<file path="config.mk">
export PLATFORM = sky130hd
export DESIGN_NAME = aes_shiftrow_stream
export DESIGN_NICKNAME = d
export VERILOG_FILES = /design/src/rtl/aes_shiftrow_stream.sv
export SDC_FILE = /design/constraint.sdc
export NUM_CORES = 1
export LEC_CHECK = 0
export ABC_CLOCK_PERIOD_IN_PS = 4600
export BUFFER_PORTS_ARGS = -buffer_cell sky130_fd_sc_hd__buf_2
export CAP_MARGIN = 20
export CORE_ASPECT_RATIO = 1.75
export CORE_UTILIZATION = 60
export DETAILED_ROUTE_END_ITERATION = 7
export HOLD_SLACK_MARGIN = 0.03
export MAX_ROUTING_LAYER = met4
export PLACE_DENSITY = 0.79
export SYNTH_ARGS = -nofsm -noshare
export SYNTH_HDL_FRONTEND = slang
export SYNTH_SLANG_ARGS = --single-unit
</file>
<file path="constraint.sdc">
create_clock -name clk -period 4.6 [get_ports clk]
set_input_delay 1.38 -clock clk [delete_from_list [all_inputs] [get_ports clk]]
set_output_delay 1.38 -clock clk [all_outputs]
set_load 0.05 [all_outputs]
</file>
<file path="src/rtl/aes_shiftrow_stream.sv">
// ---------------------------------------------------------------------------
// aes_shiftrow_stream
//
// Streaming ShiftRows stage for the AES datapath used by the RISC-V AES
// custom instructions. A 128-bit state arrives as four 32-bit column words,
// is parked in one bank of a two-bank ping-pong store, and leaves as four
// ShiftRows-permuted column words. While one bank drains, the other can
// fill, so a continuous stream runs at one word per cycle.
//
// Parameters
//   INV      0 = forward ShiftRows (encrypt), 1 = inverse ShiftRows (decrypt)
//
// Ports
//   clk      rising-edge clock
//   rst_n    asynchronous active-low reset
//   flush    synchronous abort, discards everything buffered
//   s_valid  input column valid
//   s_ready  unit can accept an input column this cycle
//   s_data   input column, [7:0]=row0 .. [31:24]=row3
//   m_valid  output column valid
//   m_ready  downstream accepts the output column
//   m_data   permuted output column, same byte/row layout as s_data
//   m_last   marks the fourth (column 3) output word of a state
// ---------------------------------------------------------------------------
module aes_shiftrow_stream #(
  parameter bit INV = 1'b0
) (
  input  logic        clk,
  input  logic        rst_n,
  input  logic        flush,
  input  logic        s_valid,
  output logic        s_ready,
  input  logic [31:0] s_data,
  output logic        m_valid,
  input  logic        m_ready,
  output logic [31:0] m_data,
  output logic        m_last
);

  logic [31:0] bank [2][4];
  logic [1:0]  full;
  logic [1:0]  full_nxt;
  logic        wr_bank;
  logic [1:0]  wr_col;
  logic        rd_bank;
  logic [1:0]  rd_col;

  logic        s_fire;
  logic        m_fire;
  logic        fill_done;
  logic        drain_done;

  logic [31:0] perm;
  logic [1:0]  src_col;
  logic [31:0] src_word;

  // Both handshakes are driven purely from registered flags, so there is no
  // combinational path from m_ready to s_ready. A flush cycle suppresses both
  // transfers so nothing half-lands in the store while it is being cleared.
  assign s_ready    = !full[wr_bank];
  assign m_valid    = full[rd_bank];
  assign m_last     = m_valid && (rd_col == 2'd3);
  assign s_fire     = s_valid && s_ready && !flush;
  assign m_fire     = m_valid && m_ready && !flush;
  assign fill_done  = s_fire && (wr_col == 2'd3);
  assign drain_done = m_fire && (rd_col == 2'd3);

  // Next-state of the bank-full flags. Filling always targets an empty bank
  // and draining always targets a full one, so when a state completes on the
  // input side in the same cycle another finishes draining, the two updates
  // land on different bits and both take effect.
  always_comb begin
    full_nxt = full;
    if (fill_done) begin
      full_nxt[wr_bank] = 1'b1;
    end
    if (drain_done) begin
      full_nxt[rd_bank] = 1'b0;
    end
  end

  // Pointer and flag registers. Reset and flush both return everything to
  // empty with both pointers at bank 0, column 0; any partially written or
  // partially drained state is simply forgotten.
  always_ff @(posedge clk or negedge rst_n) begin
    if (!rst_n) begin
      full    <= 2'b00;
      wr_bank <= 1'b0;
      wr_col  <= 2'd0;
      rd_bank <= 1'b0;
      rd_col  <= 2'd0;
    end else if (flush) begin
      full    <= 2'b00;
      wr_bank <= 1'b0;
      wr_col  <= 2'd0;
      rd_bank <= 1'b0;
      rd_col  <= 2'd0;
    end else begin
      full <= full_nxt;
      if (s_fire) begin
        wr_col <= wr_col + 2'd1;
        if (wr_col == 2'd3) begin
          wr_bank <= ~wr_bank;
        end
      end
      if (m_fire) begin
        rd_col <= rd_col + 2'd1;
        if (rd_col == 2'd3) begin
          rd_bank <= ~rd_bank;
        end
      end
    end
  end

  // Column storage. The data itself never needs resetting because the full
  // flags decide whether anything in a bank is meaningful.
  always_ff @(posedge clk) begin
    if (s_fire) begin
      bank[wr_bank][wr_col] <= s_data;
    end
  end

  // ShiftRows permutation of the bank being drained. Row r of output column c
  // comes from column c+r (forward) or c-r (inverse), modulo 4; the 2-bit
  // column arithmetic wraps naturally. The result is zeroed whenever no
  // output is being presented so idle cycles never leak stale state bytes.
  always_comb begin
    perm     = '0;
    src_col  = '0;
    src_word = '0;
    for (int r = 0; r < 4; r++) begin
      if (INV) begin
        src_col = rd_col - 2'(r);
      end else begin
        src_col = rd_col + 2'(r);
      end
      src_word        = bank[rd_bank][src_col];
      perm[8*r +: 8]  = src_word[8*r +: 8];
    end
  end

  assign m_data = m_valid ? perm : 32'h0;

endmodule

</file>
Word-level counts from Yosys, hierarchy flattened
Memory sizes are Yosys's and may differ from the RTL's.
Cells that the tools add are included.
{"block": "totals", "regBits": 8, "ramBits": 256, "in_bits": 37, "elab_cells": 88, "n_memories": 1}
{"block": "classes", "add_sub_neg": 4, "magnitude_cmp": 10, "n_eq_ne": 2, "mux": 38, "bitwise_logic": 10, "reduce_logical": 18}
{"name": "bank", "words": 2, "word_bits": 128, "rd": 1, "rd_ports_with_merged_regs": 0, "wr": 1, "line_no": "40", "source": "logic [31:0] bank [2][4];"}
{"op": "$bmux W32 S2", "count": 4}
{"op": "$mux W128", "count": 1}
{"op": "$mux W32", "count": 4}
{"op": "$demux W32 S2", "count": 1}
{"op": "$mux W24", "count": 2}
{"op": "$mux W16", "count": 2}
{"op": "$mux W8", "count": 2}
{"op": "$ge A3 B3 Y1 const B", "count": 5}
{"op": "$not A2 Y3", "count": 5}
{"op": "$mux W2", "count": 7}
{"op": "$mux W1", "count": 13}
{"op": "$logic_and A1 B1 Y1", "count": 10}
{"op": "$reduce_bool A2 Y1", "count": 4}
{"op": "$add A2 B1 Y2 const B", "count": 2}
{"op": "$add A2 B2 Y2 const B", "count": 2}
{"op": "$eq A2 B2 Y1 const B", "count": 2}
{"op": "$lt A1 B2 Y1 const B", "count": 2}
{"op": "$reduce_and A2 Y1", "count": 2}
{"op": "$lt A3 B1 Y1 const B", "count": 1}
{"op": "$and A2 B2 Y2", "count": 1}
{"op": "$demux W1 S1", "count": 2}
{"op": "$ge A1 B1 Y1 const B", "count": 2}
{"op": "$logic_not A1 Y1", "count": 2}
{"op": "$not A1 Y1", "count": 2}
{"op": "2 further kinds", "count": 2}

Longest topological paths before layout
{"block": "depth", "depth_word": 10, "depth_mapped": 6, "mapped_depth_nobuf": 4}

Least setup slack after synthesis
No wires, ideal clock.
{"block": "synth_timing", "path_type": "input -> register", "startpoint": "input flush", "endpoint": "memory bank[1][100] in the netlist's numbering, enable pin", "arrival_time_ns": 4.148, "required_time_ns": 4.132, "path_slack_ns": -0.016, "stages": 3, "path_buffers": 1, "cell_sequence": "clkbuf_1 > nand3b_1 > nor3b_1"}
{"block": "synth_between", "elab_chain_cells": 4}
{"element": "start, declared", "line_no": "30", "source": "input logic flush,"}
{"element": "$logic_not A1 Y1", "line_no": "63", "source": "assign s_fire = s_valid && s_ready && !flush;"}
{"element": "$logic_and A1 B1 Y1", "line_no": "63"}
{"element": "$mux W1", "line_no": "118", "source": "if (s_fire) begin"}
{"element": "$mux W128 (not written as such)", "line_no": "119", "source": "bank[wr_bank][wr_col] <= s_data;"}
{"element": "end, declared", "line_no": "40"}
No other way between the ends.

Final worst setup path
{"block": "layout_timing", "startpoint": "register rd_col[0]", "endpoint": "output m_data[31]"}
{"block": "layout_between", "elab_chain_cells": 6}
{"element": "start, declared", "line_no": "46", "source": "logic [1:0] rd_col;"}
{"element": "start signal, assigned", "line_no": "107", "source": "rd_col <= rd_col + 2'd1;"}
{"element": "$add A2 B2 Y2", "line_no": "135", "source": "src_col = rd_col + 2'(r);"}
{"element": "$not A2 Y3 (not written as such)", "line_no": "137", "source": "src_word = bank[rd_bank][src_col];"}
{"element": "$bmux W32 S2", "line_no": "137"}
{"element": "$mux W32 (not written as such) (2 in a row)", "line_no": "137"}
{"element": "$mux W32", "line_no": "142", "source": "assign m_data = m_valid ? perm : 32'h0;"}
{"element": "end, declared", "line_no": "36", "source": "output logic [31:0] m_data,"}
No other way between the ends. The select of a mux whose other input is x is not followed.

==> run_summary.xml <==
<?xml version="1.0" encoding="UTF-8"?>
<metrics>
  <group name="status">
    <metric name="result_of_the_run" unit="">finished clean</metric>
  </group>
  <group name="clock_tree">
    <metric name="cts.repair.resized" unit="">0</metric>
    <metric name="cts_setup_buffers" unit="">0</metric>
    <metric name="clock_path_buffers" unit="">3</metric>
    <metric name="cts.reportedPaths.clkPinSlew" unit="ps">70</metric>
    <metric name="cts-hold-fix-buffers" unit="">0</metric>
    <metric name="tritoncts" unit="">built</metric>
    <metric name="ctsHtreeMaxLevel" unit="">1</metric>
    <metric name="cts_sinks" unit="">264</metric>
    <metric name="cts-root-buf" unit="">sky130_fd_sc_hd__clkbuf_16</metric>
    <metric name="cts-buffers-inserted" unit="">23</metric>
    <metric name="worstSkewPairLatency" unit="ps">510</metric>
  </group>
  <group name="sta">
    <metric name="hold_ws" unit="ps">629</metric>
    <metric name="hold_viol" unit="">0</metric>
    <metric name="timing.max_slew.rel_slack" unit="">0.383</metric>
    <metric name="setup_violations" unit="">0</metric>
    <metric name="fin_worst_skew" unit="ps">15.6</metric>
    <metric name="setup_total_negative_slack" unit="ps">0</metric>
    <metric name="rsz0062_at_grt" unit="">no</metric>
    <metric name="fin_crit_share" unit="">0.930</metric>
    <metric name="max_freq" unit="GHz">0.234</metric>
    <metric name="finalMaxSlewViolations" unit="">0</metric>
    <metric name="final_period_minus_worst_setup_slack" unit="ps">4280</metric>
    <metric name="tightestPinTransition" unit="ps">925</metric>
  </group>
  <group name="die">
    <metric name="design.die.area" unit="sq mm">0.0178</metric>
    <metric name="fp.coreArea" unit="sq mm">0.0169</metric>
    <metric name="placementRows" unit="">63</metric>
    <metric name="die_height" unit="um">176</metric>
    <metric name="fp.dieW" unit="um">101</metric>
    <metric name="boundaryPins" unit="">72</metric>
    <metric name="floorplan.initialDensity" unit="">0.613</metric>
  </group>
  <group name="synth">
    <metric name="postSynth.topFlopCell" unit="">sky130_fd_sc_hd__edfxtp_1</metric>
    <metric name="leading_cell_type_by_number_of_instances_after_synthesis" unit="">sky130_fd_sc_hd__edfxtp_1</metric>
    <metric name="postSynthNetCount" unit="">587</metric>
    <metric name="synthTopCellsByArea" unit="">sky130_fd_sc_hd__edfxtp_1, sky130_fd_sc_hd__mux2i_1, sky130_fd_sc_hd__o22a_1, sky130_fd_sc_hd__dfrtp_1, sky130_fd_sc_hd__o221ai_1</metric>
    <metric name="netlist_top_cells_count" unit="">sky130_fd_sc_hd__edfxtp_1, sky130_fd_sc_hd__mux2i_1, sky130_fd_sc_hd__o22a_1</metric>
    <metric name="synth.avg_cell_area" unit="sq um">19.0</metric>
    <metric name="synth_top_area_cell" unit="">sky130_fd_sc_hd__edfxtp_1</metric>
    <metric name="synth_edf_count" unit="">256</metric>
    <metric name="synth.ff_latch_count" unit="">264</metric>
    <metric name="netlist_instances" unit="">545</metric>
    <metric name="yosysUniqueCellTypes" unit="">34</metric>
    <metric name="synthesis.area" unit="sq mm">0.0103</metric>
    <metric name="yosys_warnings" unit="">0</metric>
    <metric name="async_reset_ff_frac" unit="">0.0303</metric>
    <metric name="synth.top_cell.area_share" unit="">0.743</metric>
    <metric name="synth.yosys.seq_area_share" unit="">0.763</metric>
  </group>
  <group name="setup_path">
    <metric name="cp_required" unit="ps">3220</metric>
    <metric name="crit_path_max_fanout" unit="">16</metric>
    <metric name="cp_data_arrival_time" unit="ps">2900</metric>
    <metric name="worst_setup_path_end_kind" unit="">output pin</metric>
    <metric name="worstSetupPathType" unit="">flop to output pin</metric>
    <metric name="worst_setup_path_start_kind" unit="">flop</metric>
  </group>
  <group name="power_and_ir_drop">
    <metric name="power.clock.fraction" unit="">0.388</metric>
    <metric name="internal_power_component" unit="mW">3.67</metric>
    <metric name="p_sw" unit="mW">0.875</metric>
    <metric name="power.density" unit="mW/mm^2">390</metric>
    <metric name="power_switching_share" unit="">0.192</metric>
    <metric name="leakage" unit="nW">3.68</metric>
    <metric name="pwr-share-comb" unit="">0.022</metric>
    <metric name="sequentialPowerShare" unit="">0.589</metric>
    <metric name="p_total" unit="mW">4.55</metric>
    <metric name="power.ir.vdd_worst" unit="mV">0.350</metric>
  </group>
  <group name="global_routing">
    <metric name="globalRouteTotalUtil" unit="">0.244</metric>
    <metric name="maximum_number_of_pins_on_one_net_before_global_route_repair" unit="">131</metric>
    <metric name="grt_remaining_overflow" unit="">0</metric>
    <metric name="via_count_of_the_first_global_routing_pass" unit="">5344</metric>
    <metric name="grt_first_pass_wirelength" unit="um">30400</metric>
    <metric name="antenna_found_initial" unit="">1</metric>
  </group>
  <group name="placement">
    <metric name="post_dp_hpwl" unit="um">11500</metric>
    <metric name="routabilityCongestion" unit="">0.736</metric>
    <metric name="port_buffers" unit="">71</metric>
  </group>
  <group name="cells_and_area">
    <metric name="final_net_count" unit="">670</metric>
    <metric name="drive_gt1_frac" unit="">0.208</metric>
    <metric name="areaGrowthSynthToFinish" unit="%">12.8</metric>
  </group>
  <group name="drt">
    <metric name="antenna_left" unit="">0</metric>
    <metric name="dr.pass1.iters" unit="">5</metric>
    <metric name="routed-via-count" unit="">5284</metric>
    <metric name="drt-total-wl" unit="um">20200</metric>
    <metric name="drt-wirelength-per-cell" unit="um">23.1</metric>
    <metric name="viasPerCell" unit="">6.07</metric>
    <metric name="dr.first_iter.drc_count" unit="">361</metric>
    <metric name="drt_drc_violations_left" unit="">0</metric>
  </group>
  <group name="min_path">
    <metric name="holdCritPathClass" unit="">flop to flop</metric>
  </group>
  <group name="flow_run">
    <metric name="max-cap-violations" unit="">0</metric>
  </group>
</metrics>
cell families (layout without fill, tap and decap cells):
kind of cell / after synthesis / after routing / share of synthesized area
flops: 264 / 264 / 0.763
mux: 131 / 131 / 0.127
compound gates: 73 / 73 / 0.0654
simple gates: 39 / 39 / 0.0225
buf+inv: 33 / 131 / 0.0165
fa+ha+maj: 5 / 5 / 0.00605
other cells: 0 / 1 / 0
sequential cells by signal (all words and copies together), names as in the netlist:
register  count
bank        256
full          2
rd_bank       1
rd_col        2
wr_bank       1
wr_col        2
area by class of cell:
cell class	count	area, sq um
Timing Repair Buffer	88	495
Clock inverter	14	95.1
Inverter	3	11.3
Tap cell	227	284
Clock buffer	26	587
Fill cell	1112	5200
Antenna cell	1	2.50
Sequential cell	264	7890
Multi-Input combinational cell	248	2300
placed cells by master (no fill, tap or decap), types with 5 or more instances in the layout:
cell                        count
sky130_fd_sc_hd__and2_1         7
sky130_fd_sc_hd__ha_1           5
sky130_fd_sc_hd__clkinv_1       5
sky130_fd_sc_hd__o22a_1        32
sky130_fd_sc_hd__nand2_1        5
sky130_fd_sc_hd__edfxtp_1     256
sky130_fd_sc_hd__buf_2         71
sky130_fd_sc_hd__clkbuf_16     23
sky130_fd_sc_hd__buf_4         16
sky130_fd_sc_hd__mux2i_1      130
sky130_fd_sc_hd__dfrtp_1        7
sky130_fd_sc_hd__clkinv_2       6
sky130_fd_sc_hd__o221ai_1      22
sky130_fd_sc_hd__o221ai_2      10
stage by stage:
step / area (sq um) / setup slack (ps) / cells / utilization
global route: 11700 / 244 / 871 / 0.692
finish: 11700 / 321 / 871 / 0.692
global placement: 11000 / 894 / 830 / 0.651
CTS: 11700 / 311 / 870 / 0.692
floorplan: 10300 / 175 / 545 / -
detailed placement: 11000 / 819 / 830 / 0.651
final timing paths:
path,from,endpoint,slack (ps),cells after the start
setup / recovery,rd_col[0],m_data[31],320,5
hold / removal,wr_col[0],wr_col[0],630,2
setup reg to reg,full[0],bank[0][16],2170,4
hold reg to reg,wr_col[0],wr_col[0],630,2
max in group asynchronous,rst_n,rd_col[0],3700,1
min in group asynchronous,rst_n,wr_col[0],700,1
critical path, cell delays in order (launching register included):
cell and delay [ps]:
sky130_fd_sc_hd__dfrtp_4 490, sky130_fd_sc_hd__ha_1 360, sky130_fd_sc_hd__or3b_1 790, sky130_fd_sc_hd__o22a_1 360, sky130_fd_sc_hd__o221ai_1 80, sky130_fd_sc_hd__buf_2 310
routing by layer:
metal / GRT usage / part of all wire / up-vias
met4: 0.0761 / 0.022 / 0
met2: 0.416 / 0.55 / 170
met5: - / 0 / -
met1: 0.303 / 0.38 / 2698
met3: 0.0322 / 0.051 / 37
li1: - / - / 2379
power by group through the flow:
stage | clock network (mW) | registers, mW | logic (mW)
after floorplan | 0 | 2.73 | 0.0422
after global placement | 0 | 2.73 | 0.0946
after detailed placement | 0 | 2.73 | 0.102
after CTS | 1.79 | 2.68 | 0.102
after global routing | 1.89 | 2.68 | 0.111
final | 1.77 | 2.68 | 0.101
(Power assumes the default switching activity.)
